### config.mk
export PLATFORM = sky130hd
export DESIGN_NAME = uart_tx_block_flat
export DESIGN_NICKNAME = d
export VERILOG_FILES = /design/src/rtl/uart_tx_block_if.sv /design/src/rtl/uart_tx_block.sv /design/src/flat_wrapper.sv
export SDC_FILE = /design/constraint.sdc
export NUM_CORES = 1
export LEC_CHECK = 0
export ABC_AREA = 1
export CORE_ASPECT_RATIO = 1.25
export CORE_MARGIN = 1
export CORE_UTILIZATION = 47
export CTS_BUF_LIST = sky130_fd_sc_hd__clkbuf_8
export DETAILED_ROUTE_END_ITERATION = 10
export PLACE_DENSITY = 0.66
export SLEW_MARGIN = 0
export SYNTH_ARGS = -nofsm -noshare
export SYNTH_HDL_FRONTEND = slang
export SYNTH_SLANG_ARGS = --single-unit
export TNS_END_PERCENT = 100
### constraint.sdc
create_clock -name clk -period 2.9 [get_ports clk]
set_input_delay 0.58 -clock clk [delete_from_list [all_inputs] [get_ports clk]]
set_output_delay 0.58 -clock clk [all_outputs]
set_load 0.02 [all_outputs]
### src/rtl/uart_tx_block_if.sv
// Load handshake and serial-line bundle for the UART transmitter.
// The master side is the byte producer; the slave side is uart_tx_block.
interface uart_tx_block_if #(
    parameter int NUM_DATA_BITS   = 8,
    parameter int NUM_PERIOD_BITS = 14
);
    logic                       load_en;
    logic [NUM_DATA_BITS-1:0]   tx_data;
    logic [NUM_PERIOD_BITS-1:0] bit_period;
    logic                       parity_en;
    logic                       serial_out;
    logic                       tx_busy;
    logic                       tx_done;

    modport master (
        output load_en, tx_data, bit_period, parity_en,
        input  serial_out, tx_busy, tx_done
    );

    modport slave (
        input  load_en, tx_data, bit_period, parity_en,
        output serial_out, tx_busy, tx_done
    );
endinterface

### src/rtl/uart_tx_block.sv
// UART transmitter: start bit, NUM_DATA_BITS data bits LSB first, optional
// even parity, one stop bit. Every bit lasts bit_period clocks (0 acts as 1).
// All outputs come straight from flops.
module uart_tx_block #(
    parameter int NUM_DATA_BITS   = 8,
    parameter int NUM_PERIOD_BITS = 14
) (
    input  logic            clk,
    input  logic            rst,
    uart_tx_block_if.slave  tx_if
);
    localparam int IDX_W = $clog2(NUM_DATA_BITS);

    typedef enum logic [2:0] {
        IDLE   = 3'd0,
        START  = 3'd1,
        DATA   = 3'd2,
        PARITY = 3'd3,
        STOP   = 3'd4
    } state_t;

    state_t                     state_q;
    logic [NUM_PERIOD_BITS-1:0] cnt_q;
    logic [NUM_PERIOD_BITS-1:0] cnt_d;
    logic [NUM_PERIOD_BITS-1:0] period_q;
    logic [NUM_PERIOD_BITS-1:0] last_cnt;
    logic [NUM_DATA_BITS-1:0]   shift_q;
    logic [IDX_W-1:0]           idx_q;
    logic                       par_en_q;
    logic                       par_bit_q;
    logic                       serial_q;
    logic                       busy_q;
    logic                       done_q;
    logic                       bit_end;

    // Bit timing: cnt_q counts completed cycles of the current bit; the bit
    // ends when it reaches P-1, with P=0 folded onto P=1.
    always_comb begin
        last_cnt = '0;
        if (period_q != '0) begin
            last_cnt = period_q - NUM_PERIOD_BITS'(1);
        end
        bit_end = (cnt_q == last_cnt);
        cnt_d   = bit_end ? '0 : cnt_q + NUM_PERIOD_BITS'(1);
    end

    // Frame sequencer with registered line, busy and done outputs.
    always_ff @(posedge clk or posedge rst) begin
        if (rst) begin
            state_q   <= IDLE;
            cnt_q     <= '0;
            period_q  <= '0;
            shift_q   <= '0;
            idx_q     <= '0;
            par_en_q  <= 1'b0;
            par_bit_q <= 1'b0;
            serial_q  <= 1'b1;
            busy_q    <= 1'b0;
            done_q    <= 1'b0;
        end else begin
            case (state_q)
                IDLE: begin
                    done_q   <= 1'b0;
                    cnt_q    <= '0;
                    serial_q <= 1'b1;
                    if (tx_if.load_en) begin
                        period_q  <= tx_if.bit_period;
                        shift_q   <= tx_if.tx_data;
                        par_en_q  <= tx_if.parity_en;
                        par_bit_q <= ^tx_if.tx_data;
                        idx_q     <= '0;
                        serial_q  <= 1'b0;
                        busy_q    <= 1'b1;
                        state_q   <= START;
                    end
                end
                START: begin
                    cnt_q <= cnt_d;
                    if (bit_end) begin
                        serial_q <= shift_q[0];
                        shift_q  <= shift_q >> 1;
                        idx_q    <= '0;
                        state_q  <= DATA;
                    end
                end
                DATA: begin
                    cnt_q <= cnt_d;
                    if (bit_end) begin
                        if (idx_q == IDX_W'(NUM_DATA_BITS - 1)) begin
                            if (par_en_q) begin
                                serial_q <= par_bit_q;
                                state_q  <= PARITY;
                            end else begin
                                serial_q <= 1'b1;
                                state_q  <= STOP;
                            end
                        end else begin
                            serial_q <= shift_q[0];
                            shift_q  <= shift_q >> 1;
                            idx_q    <= idx_q + IDX_W'(1);
                        end
                    end
                end
                PARITY: begin
                    cnt_q <= cnt_d;
                    if (bit_end) begin
                        serial_q <= 1'b1;
                        state_q  <= STOP;
                    end
                end
                STOP: begin
                    cnt_q <= cnt_d;
                    if (bit_end) begin
                        cnt_q    <= '0;
                        serial_q <= 1'b1;
                        busy_q   <= 1'b0;
                        done_q   <= 1'b1;
                        state_q  <= IDLE;
                    end
                end
                default: begin
                    cnt_q    <= '0;
                    serial_q <= 1'b1;
                    busy_q   <= 1'b0;
                    done_q   <= 1'b0;
                    state_q  <= IDLE;
                end
            endcase
        end
    end

    assign tx_if.serial_out = serial_q;
    assign tx_if.tx_busy    = busy_q;
    assign tx_if.tx_done    = done_q;
endmodule

### src/flat_wrapper.sv
// flat-port wrapper written by rule: the top's interface ports become plain ports
module uart_tx_block_flat 
#(
    parameter int NUM_DATA_BITS   = 8,
    parameter int NUM_PERIOD_BITS = 14
)
  (clk, rst, tx_if_load_en, tx_if_tx_data, tx_if_bit_period, tx_if_parity_en, tx_if_serial_out, tx_if_tx_busy, tx_if_tx_done);
  uart_tx_block_if #(.NUM_DATA_BITS(NUM_DATA_BITS), .NUM_PERIOD_BITS(NUM_PERIOD_BITS)) tx_if_i ();
  input  logic clk;
  input  logic rst;
  input wire logic [$bits(tx_if_i.load_en)-1:0] tx_if_load_en;
  input wire logic [$bits(tx_if_i.tx_data)-1:0] tx_if_tx_data;
  input wire logic [$bits(tx_if_i.bit_period)-1:0] tx_if_bit_period;
  input wire logic [$bits(tx_if_i.parity_en)-1:0] tx_if_parity_en;
  output wire logic [$bits(tx_if_i.serial_out)-1:0] tx_if_serial_out;
  output wire logic [$bits(tx_if_i.tx_busy)-1:0] tx_if_tx_busy;
  output wire logic [$bits(tx_if_i.tx_done)-1:0] tx_if_tx_done;
  assign tx_if_i.load_en = tx_if_load_en;
  assign tx_if_i.tx_data = tx_if_tx_data;
  assign tx_if_i.bit_period = tx_if_bit_period;
  assign tx_if_i.parity_en = tx_if_parity_en;
  assign tx_if_serial_out = tx_if_i.serial_out;
  assign tx_if_tx_busy = tx_if_i.tx_busy;
  assign tx_if_tx_done = tx_if_i.tx_done;
  uart_tx_block #(.NUM_DATA_BITS(NUM_DATA_BITS), .NUM_PERIOD_BITS(NUM_PERIOD_BITS)) u_core (.clk(clk), .rst(rst), .tx_if(tx_if_i));
endmodule
== Word-level counts from Yosys, hierarchy flattened ==
Index checks and enable logic that the tools add are counted.

* Bits in registers: 47
* Bits in latches: 0
* Memory bits (writable): 0
* ROM bits: 0
* Input port bits: 26
* Output and inout port bits: 3
* Word-level logic and storage cells: 72
* Memories kept: 0

* $add $sub $neg: 3
* Multiply operators: 0
* Div/mod/pow operators: 0
* $lt $le $gt $ge: 0
* Eq/ne operators: 14
* Shifts and indexed selects: 0
* Muxes and demuxes: 32
* Bitwise logic cells: 1
* Reduce and logical (&&, ||, !) cells: 12

{| class="wikitable"
|+ Operator list
! operator !! number
|-
| 2-to-1 mux 14 bit || 3
|-
| 2-to-1 mux 8 bit || 4
|-
| 2-to-1 mux 3 bit || 10
|-
| one-hot mux 14 bit (2 select lines) || 1
|-
| one-hot mux 8 bit (3 select lines) || 1
|-
| one-hot mux 3 bit (5 select lines) || 1
|-
| adder 14 x 1 -> 14 bit, second input constant || 1
|-
| == test 14 bit || 1
|-
| nonzero test 14 bit || 1
|-
| subtractor 14 x 1 -> 14 bit, second input constant || 1
|-
| inequality test 2 x 1 -> 1 bit, second input constant || 6
|-
| one-hot mux 3 bit (3 select lines) || 1
|-
| 2-to-1 mux 1 bit || 8
|-
| XOR reduction 8 bit || 1
|-
| == test 3 x 2 -> 1 bit, second input constant || 2
|-
| == test 3 bit, second input constant || 2
|-
| AND reduction 3 bit || 2
|-
| AND reduction 6 bit || 1
|-
| AND reduction 5 bit || 1
|-
| inequality test 2 bit, second input constant || 2
|-
| one-hot mux 1 bit (4 select lines) || 1
|-
| AND reduction 2 bit || 2
|-
| adder 3 x 1 -> 3 bit, second input constant || 1
|-
| == test 3 x 1 -> 1 bit, second input constant || 1
|-
| other kinds (7) || 7
|}

== Longest topological paths before layout ==
Gate-level depths: netlist of run 1.

* Depth in word-level cells: 6
* Mapped depth: 19

== Least setup slack after synthesis of run 1 ==
OpenSTA, ideal clock, no wires.

* Path type: reg-to-reg
* Start point: reg u_core.period_q[0]
* End point: reg u_core.idx_q[0]
* Library setup time: 0.116 ns
* Arrival: 2.022 ns
* Required time: 2.784 ns
* Path slack: 0.761 ns
* Stages on the path, launching flop included: 17
* Buffers on the path: 2
* Path through: dfrtp_1 inv_1 ha_1 nand2_2 nor2_4 nand2_2 buf_6 nand3_1 xor2_1 nand2_1 nor2_2 nand2_2 nand2_2 nand2_2 buf_6 nand2_1 nand2_1

* Longest elaborated chain between the ends: 5

{| class="wikitable"
|+ Ends and longest elaborated chain
! what !! line !! text
|-
| start: declaration || uart_tx_block.sv:25 || <nowiki>logic [NUM_PERIOD_BITS-1:0] period_q;</nowiki>
|-
| start signal: assignment || uart_tx_block.sv:67 || <nowiki>period_q <= tx_if.bit_period;</nowiki>
|-
| subtractor 14 x 1 -> 14 bit / nonzero test 14 bit (equally long branches) || uart_tx_block.sv:41, uart_tx_block.sv:40 ||
|-
| 2-to-1 mux 14 bit (*) || uart_tx_block.sv:40 || <nowiki>if (period_q != '0) begin</nowiki>
|-
| == test 14 bit (*) || uart_tx_block.sv:43 || <nowiki>bit_end = (cnt_q == last_cnt);</nowiki>
|-
| inequality test 2 x 1 -> 1 bit (no line) || -- ||
|-
| AND reduction 5 bit (no line) (*) || -- ||
|-
| end signal: assignment || uart_tx_block.sv:100 || <nowiki>idx_q <= idx_q + IDX_W'(1);</nowiki>
|-
| end: declaration || uart_tx_block.sv:28 || <nowiki>logic [IDX_W-1:0] idx_q;</nowiki>
|}

Mark *: on every way between the ends. The rest lies on a longest branch, timed or not.
A chain may end at the register's enable or synchronous reset.

== Final worst setup path of run 1 ==
* Start point: reg u_core.period_q[0]
* End point: reg u_core.state_q[0]

* Longest elaborated chain between the ends: 5

{| class="wikitable"
|+ Ends and longest elaborated chain
! what !! line !! text
|-
| subtractor 14 x 1 -> 14 bit / nonzero test 14 bit (equally long branches) || uart_tx_block.sv:41, uart_tx_block.sv:40 ||
|-
| 2-to-1 mux 14 bit (*) || uart_tx_block.sv:40 ||
|-
| == test 14 bit (*) || uart_tx_block.sv:43 ||
|-
| inequality test 2 x 1 -> 1 bit (no line) || -- ||
|-
| AND reduction 6 bit (no line) (*) || -- ||
|-
| end signal: assignment || uart_tx_block.sv:50 || <nowiki>state_q <= IDLE;</nowiki>
|-
| end signal: assignment || uart_tx_block.sv:74 || <nowiki>state_q <= START;</nowiki>
|-
| end signal: assignment || uart_tx_block.sv:83 || <nowiki>state_q <= DATA;</nowiki>
|-
| end: declaration || uart_tx_block.sv:22 || <nowiki>state_t state_q;</nowiki>
|}

Marked as above.

==> flow_metrics.tcl, run 1 <==
set metrics [dict create \
    worst_slew_pin_slew_ns 0.581 \
    cts.sinks 47 \
    ys_types 28 \
    io_buffers 28 \
    die_h_um 90.1 \
    row_count 31 \
    clockBufferDepth 2 \
    crit_slowest_cell "dfrtp_1" \
    area_growth_pct 16.5 \
    slew_viol_final 0 \
    finalClockSkew_ns 0.00884 \
    hpwl_um 4890 \
    syn_avg_cell_area_um2 6.92 \
    hold_viol 0 \
    core_area_um2 5900 \
    cts_buffers 5 \
    reg2reg_to "u_core.state_q[0]" \
    synth_top_cells_by_count "129 x nand2_1, 57 x nor2_1, 55 x inv_1" \
    diodes 0 \
    initial_core_util_pct 49.5 \
    cts-htree-levels 2 \
    cp_max_fo 24 \
    holdWs_ns 0.482 \
    r2r_cells 17 \
    fin_tns_setup_ns 0 \
    dieArea_um2 6530 \
    hold_class "reg -> reg" \
    wire_per_inst_um 11.8 \
    yosysSeqAreaShare_pct 40.3 \
    power_w 0.00123 \
    wl_um 6310 \
    io_pins 29 \
    rrSetupSlack_ns 0.44 \
    grt-ovfl-total 0 \
    grt_usage_pct 21.2 \
    reg2reg_from "u_core.period_q[0]" \
    dr.pass1.iters 4 \
    cts.clk_slew.worst_paths_ns 0.09 \
    synth_edf_count 0 \
    fmax_ghz 0.406 \
    crit_top_cell "nand2_1" \
    hold_path_startpoint "u_core.shift_q[6]" \
    dpl_cell_area_um2 3280 \
    critPathKind "reg -> reg" \
    fp.dieW_um 72.5 \
    cp_data_required_time_ns 3.09 \
    gp_congestion 0.823 \
    arrival_ns 2.65 \
    synth_cells 422 \
    pre_cts_slack_ns 0.204 \
    yosysMostFrequentCell "nand2_1" \
    rsz0062_at_grt "no" \
    clk_latency_ns 0.30 \
    grt_pass1_vias 2550 \
    setup_viol 0 \
    first_iter_violations 78 \
    max_slew_margin_pct 61.3 \
    yosysTopAreaCellShare_pct 39.4 \
    status "finished clean" \
    design_area_um2 3400 \
    hold_depth 2 \
    grt_max_degree 48 \
    antenna_found_initial 0 \
    path_buf_inv 1 \
    cts_tree "yes" \
    whs_endpoint "u_core.shift_q[6]" \
    synthArstFlopShare_pct 100 \
    ys_seq_elements 47 \
    vdd_drop_max_v 0.000197 \
    cts_post_setup_buffers_inserted 0 \
    finalWorstSetupSlack_ns 0.439 \
    synth_area_leaders "dfrtp_1 39%, nand2_1 17%, nor2_1 7.3%, inv_1 7.1%, nand3_1 7.0%" \
    path_cells "inv_1 -> ha_1 -> nand2_2 -> nor2_4 -> nand2_4 -> nand2_1 -> nand2_1 -> nand2_1 -> nand2_1 -> nor2_1 -> nand2_1 -> nor2_2 -> nand2_2 -> nand2_4 -> nand2_1 -> nand2_1 -> nand2_1" \
    ant_nets 0 \
    vias 2623 \
    root_buffer "clkbuf_8" \
    grt_pass1_wl_um 11100 \
    power_density_nw_per_um2 361 \
    finalCriticalPeriod_ns 2.46 \
    yosysWarnings 0 \
    drc 0 \
    cap_violations 0 \
    crit_path_start_kind "register" \
    critPathCaptureType "register" \
    drive_gt1_share_pct 6.61 \
    cpLargestDelayFamily "simple AND/OR/NAND/NOR gates" \
    min_period_over_period_pct 84.8 \
    critPathMaxStageDelay_ns 0.37 \
    syn_area_um2 2920 \
    synth_ff_type "dfrtp_1" \
    routed_via_density 4.89 \
    synth.largest_area_cell "dfrtp_1" \
    synth_nets 452 \
    nets 483 \
    leakagePower_nw 1.75 \
]
worst min-delay path, cell delays in order (launching register included):
cell,delay (ns)
dfrtp_1,0.35
nand2_1,0.05
nand2_1,0.05
logic make-up (layout without fill, tap and decap cells):
logic type,Yosys count,after routing,synth area share [%]
AOI/OAI and AO/OA,32,32,5.70
buffers and inverters,65,97,9.43
adders and majority gates,4,4,1.71
and+or+nand+nor,257,257,37.7
xor gates and xnor gates,16,16,4.80
DFF,47,47,40.3
muxes,1,1,0.386
metal layers:
metal | vias to the layer above | track usage (%) | share of wire (%)
met2 | 30 | 36.6 | 51
met3 | 6 | 3.36 | 2.6
met4 | 0 | 5.39 | 0.92
met5 | - | 0 | 0
met1 | 1205 | 27.2 | 46
li1 | 1382 | - | -
layout make-up:
type	instances	area [µm²]
multi-input combinational	310	1480
inverter	56	210
fill	612	2490
sequential	47	1180
clock inverter	2	35.0
timing repair buffer	33	318
tap	82	103
clock buffer	6	82.6
sequential cells by signal, summed over array words and instances (netlist names), 3 cells and up:
signal,cells
u_core.shift_q,8
u_core.state_q,3
u_core.idx_q,3
u_core.period_q,14
u_core.cnt_q,14
worst max path at each step:
stage,slack [ns],to,start,depth (start not counted)
final,0.44,u_core.state_q[0],u_core.period_q[0],17
after global routing,0.15,u_core.state_q[0],u_core.period_q[0],17
after CTS,0.18,u_core.state_q[0],u_core.period_q[0],17
after detailed placement,0.20,u_core.state_q[0],u_core.period_q[0],17
after global placement,0.33,u_core.state_q[0],u_core.period_q[0],17
after floorplan,0.76,u_core.idx_q[0],u_core.period_q[0],16
through the flow:
stage / util, % / cells
3_5_place_dp: 55.6 / 528
3_3_place_gp: 55.6 / 528
4_1_cts: 57.6 / 536
6_report: 57.7 / 536
2_1_floorplan: - / 422
5_1_grt: 57.7 / 536
power by group:
group	switching [W]	internal [W]	leakage, nW
clock network	0.000225	0.000279	0.0612
logic	0.0000287	0.0000421	1.12
registers	0	0.000655	0.561
what timing repair did:
action / 4_1_cts / 5_1_grt
gates resized for setup: 0 / 2
hold buffers: 0 / 0
hold endpoints to repair: 0 / 0
setup endpoints to repair: 0 / 4
placed cells by master (no fill, tap or decap), drive strengths merged, types with 2 or more instances in the layout:
cell type	n
xnor2	6
xor2	10
a21oi	20
nor2	62
inv	55
clkdlybuf4s50	28
clkbuf	6
o21ai	9
nor3	7
buf	5
a31oi	2
ha	4
nand4	8
nand2	135
clkinv	2
nand3	43
dfrtp	46
No activity file was read; power rests on OpenSTA's default activity.
==> inputs of run 2 (changes only) <==
Settings changed: PLACE_DENSITY 0.66 to 0.68.
Clock period 2.9 ns to 2.2 ns, I/O delays scaled along.
==> flow_metrics.tcl, run 2 (same netlist as run 1, synthesis figures left out) <==
set metrics [dict create \
    status "finished clean" \
    root_buffer "clkbuf_8" \
    critPathKind "reg -> reg" \
    vdd_drop_max_v 0.000324 \
    min_period_over_period_pct 99.1 \
    fp.dieW_um 72.5 \
    grt_max_degree 48 \
    cts_tree "yes" \
    max_slew_margin_pct 73.8 \
    diodes 0 \
    power_density_nw_per_um2 381 \
    dr.pass1.iters 4 \
    dieArea_um2 6530 \
    hold_class "in -> async" \
    vias 2784 \
    initial_core_util_pct 49.5 \
    setup_viol 0 \
    design_area_um2 3850 \
    critPathCaptureType "register" \
    clockBufferDepth 2 \
    wire_per_inst_um 12.1 \
    fillers 551 \
    antenna_found_initial 0 \
    grt_usage_pct 22.3 \
    row_count 31 \
    cap_violations 0 \
    drc 0 \
    clk_latency_ns 0.29 \
    grt_pass1_wl_um 11600 \
    grt_pass1_vias 2698 \
    hold_viol 0 \
    most-common-layout-cells "123 x nand2_1, 52 x inv_1, 45 x dfrtp_1, 42 x nor2_1, 34 x nand3_1" \
    routed_via_density 4.92 \
    arrival_ns 2.37 \
    first_iter_violations 114 \
    drive_gt1_share_pct 19.8 \
    nets 513 \
    cts.sinks 47 \
    top_regs "u_core.cnt_q x14, u_core.period_q x14, u_core.shift_q x8" \
    cts.clk_slew.worst_paths_ns 0.09 \
    cts-htree-levels 2 \
    cp_data_required_time_ns 2.39 \
    io_pins 29 \
    ant_nets 0 \
    power_w 0.00147 \
    gp_congestion 0.900 \
    grt-ovfl-total 0 \
    cp_max_fo 8 \
    area_growth_pct 31.8 \
    dpl_cell_area_um2 3510 \
    fmax_ghz 0.459 \
    wl_um 6830 \
    crit_path_start_kind "register" \
    finalCriticalPeriod_ns 2.18 \
    finalClockSkew_ns 0.00270 \
    io_buffers 28 \
    rsz0062_at_grt "yes" \
    worst_slew_pin_slew_ns 0.391 \
    cts_buffers 5 \
    hpwl_um 4880 \
    die_h_um 90.1 \
    leakagePower_nw 1.93 \
    core_area_um2 5900 \
    slew_viol_final 0 \
    final_common_cell "nand2_1" \
]
## run 2: cell count changes in the layout (fill, tap and decap cells not counted), sizes merged
cell and delta:
buf +27, clkinv +2, bufinv -1, clkbuf +1, nand2 +1
## run 2: timing repair
item,4_1_cts,5_1_grt
endpoints found under the setup margin,14,30
cloned,2,2
endpoints found under the hold margin,0,0
hold buffers,0,0
buffers inserted,0,1
resized for setup,16,36
pin swaps,3,17
## run 2: layout make-up
type,count,area [µm²],share of cell area [%]
multi-input combinational,311,1640,42.6
sequential,47,1180,30.6
timing repair buffer,62,636,16.5
inverter,56,210,5.46
tap,82,103,2.66
clock buffer,5,68.8,1.79
clock inverter,3,15.0,0.390
## run 2: final timing paths
check | startpoint | to | slack [ns] | cells past startpoint
worst min-delay path | rst | u_core.shift_q[7] | 0.48 | 3
worst min register to register | u_core.shift_q[1] | u_core.shift_q[1] | 0.48 | 2
worst max register to register | u_core.period_q[1] | u_core.shift_q[6] | 0.02 | 18
worst max-delay path | u_core.period_q[1] | u_core.shift_q[6] | 0.02 | 18
min in group clk | u_core.shift_q[1] | u_core.shift_q[1] | 0.48 | 2
max in group asynchronous | rst | u_core.tx_if.serial_out | 1.43 | 3
## run 2: layer usage
layer | share of wire [%] | routed length [µm] | GRT usage [%]
met3 | 2.1 | 145 | 3.48
met5 | 0 | 0 | 0
met2 | 54 | 3700 | 41.7
met1 | 42 | 2890 | 25.3
met4 | 1.5 | 101 | 6.86
## run 2: power breakdown
part           switching (W)  total (W)  internal (W)
combinational      0.0000395  0.0000976     0.0000581
clock               0.000288   0.000506      0.000218
sequential                 0   0.000863      0.000863
## run 2: critical path, stage by stage, from the launching register on
cell and delay [ns]:
dfrtp_1 0.40, inv_2 0.08, ha_4 0.15, nand2_4 0.06, nor2_4 0.11, nand2_4 0.08
buf_12 0.14, nand2_1 0.06, nand2_1 0.05, nand2_1 0.06, nand2_1 0.07, nor2_1 0.09
nand2_1 0.07, nor2_2 0.13, nand2_2 0.13, nand2_4 0.13, nand2_2 0.11, nand2_1 0.09
nand2_1 0.05
## run 2: stage by stage
stage | setup TNS, ns | hold slack (ns) | util, % | instances | worst slack, ns
6_report | 0 | 0.480 | 65.3 | 566 | 0.0202
5_1_grt | -3.22 | 0.495 | 65.3 | 566 | -0.136
4_1_cts | 0 | 0.483 | 62.3 | 563 | 0.00234
3_5_place_dp | -0.217 | 0.461 | 59.6 | 553 | -0.0387
3_3_place_gp | 0 | 0.457 | 59.6 | 553 | 0.0275
2_1_floorplan | 0 | 0.442 | - | 422 | 0.0611
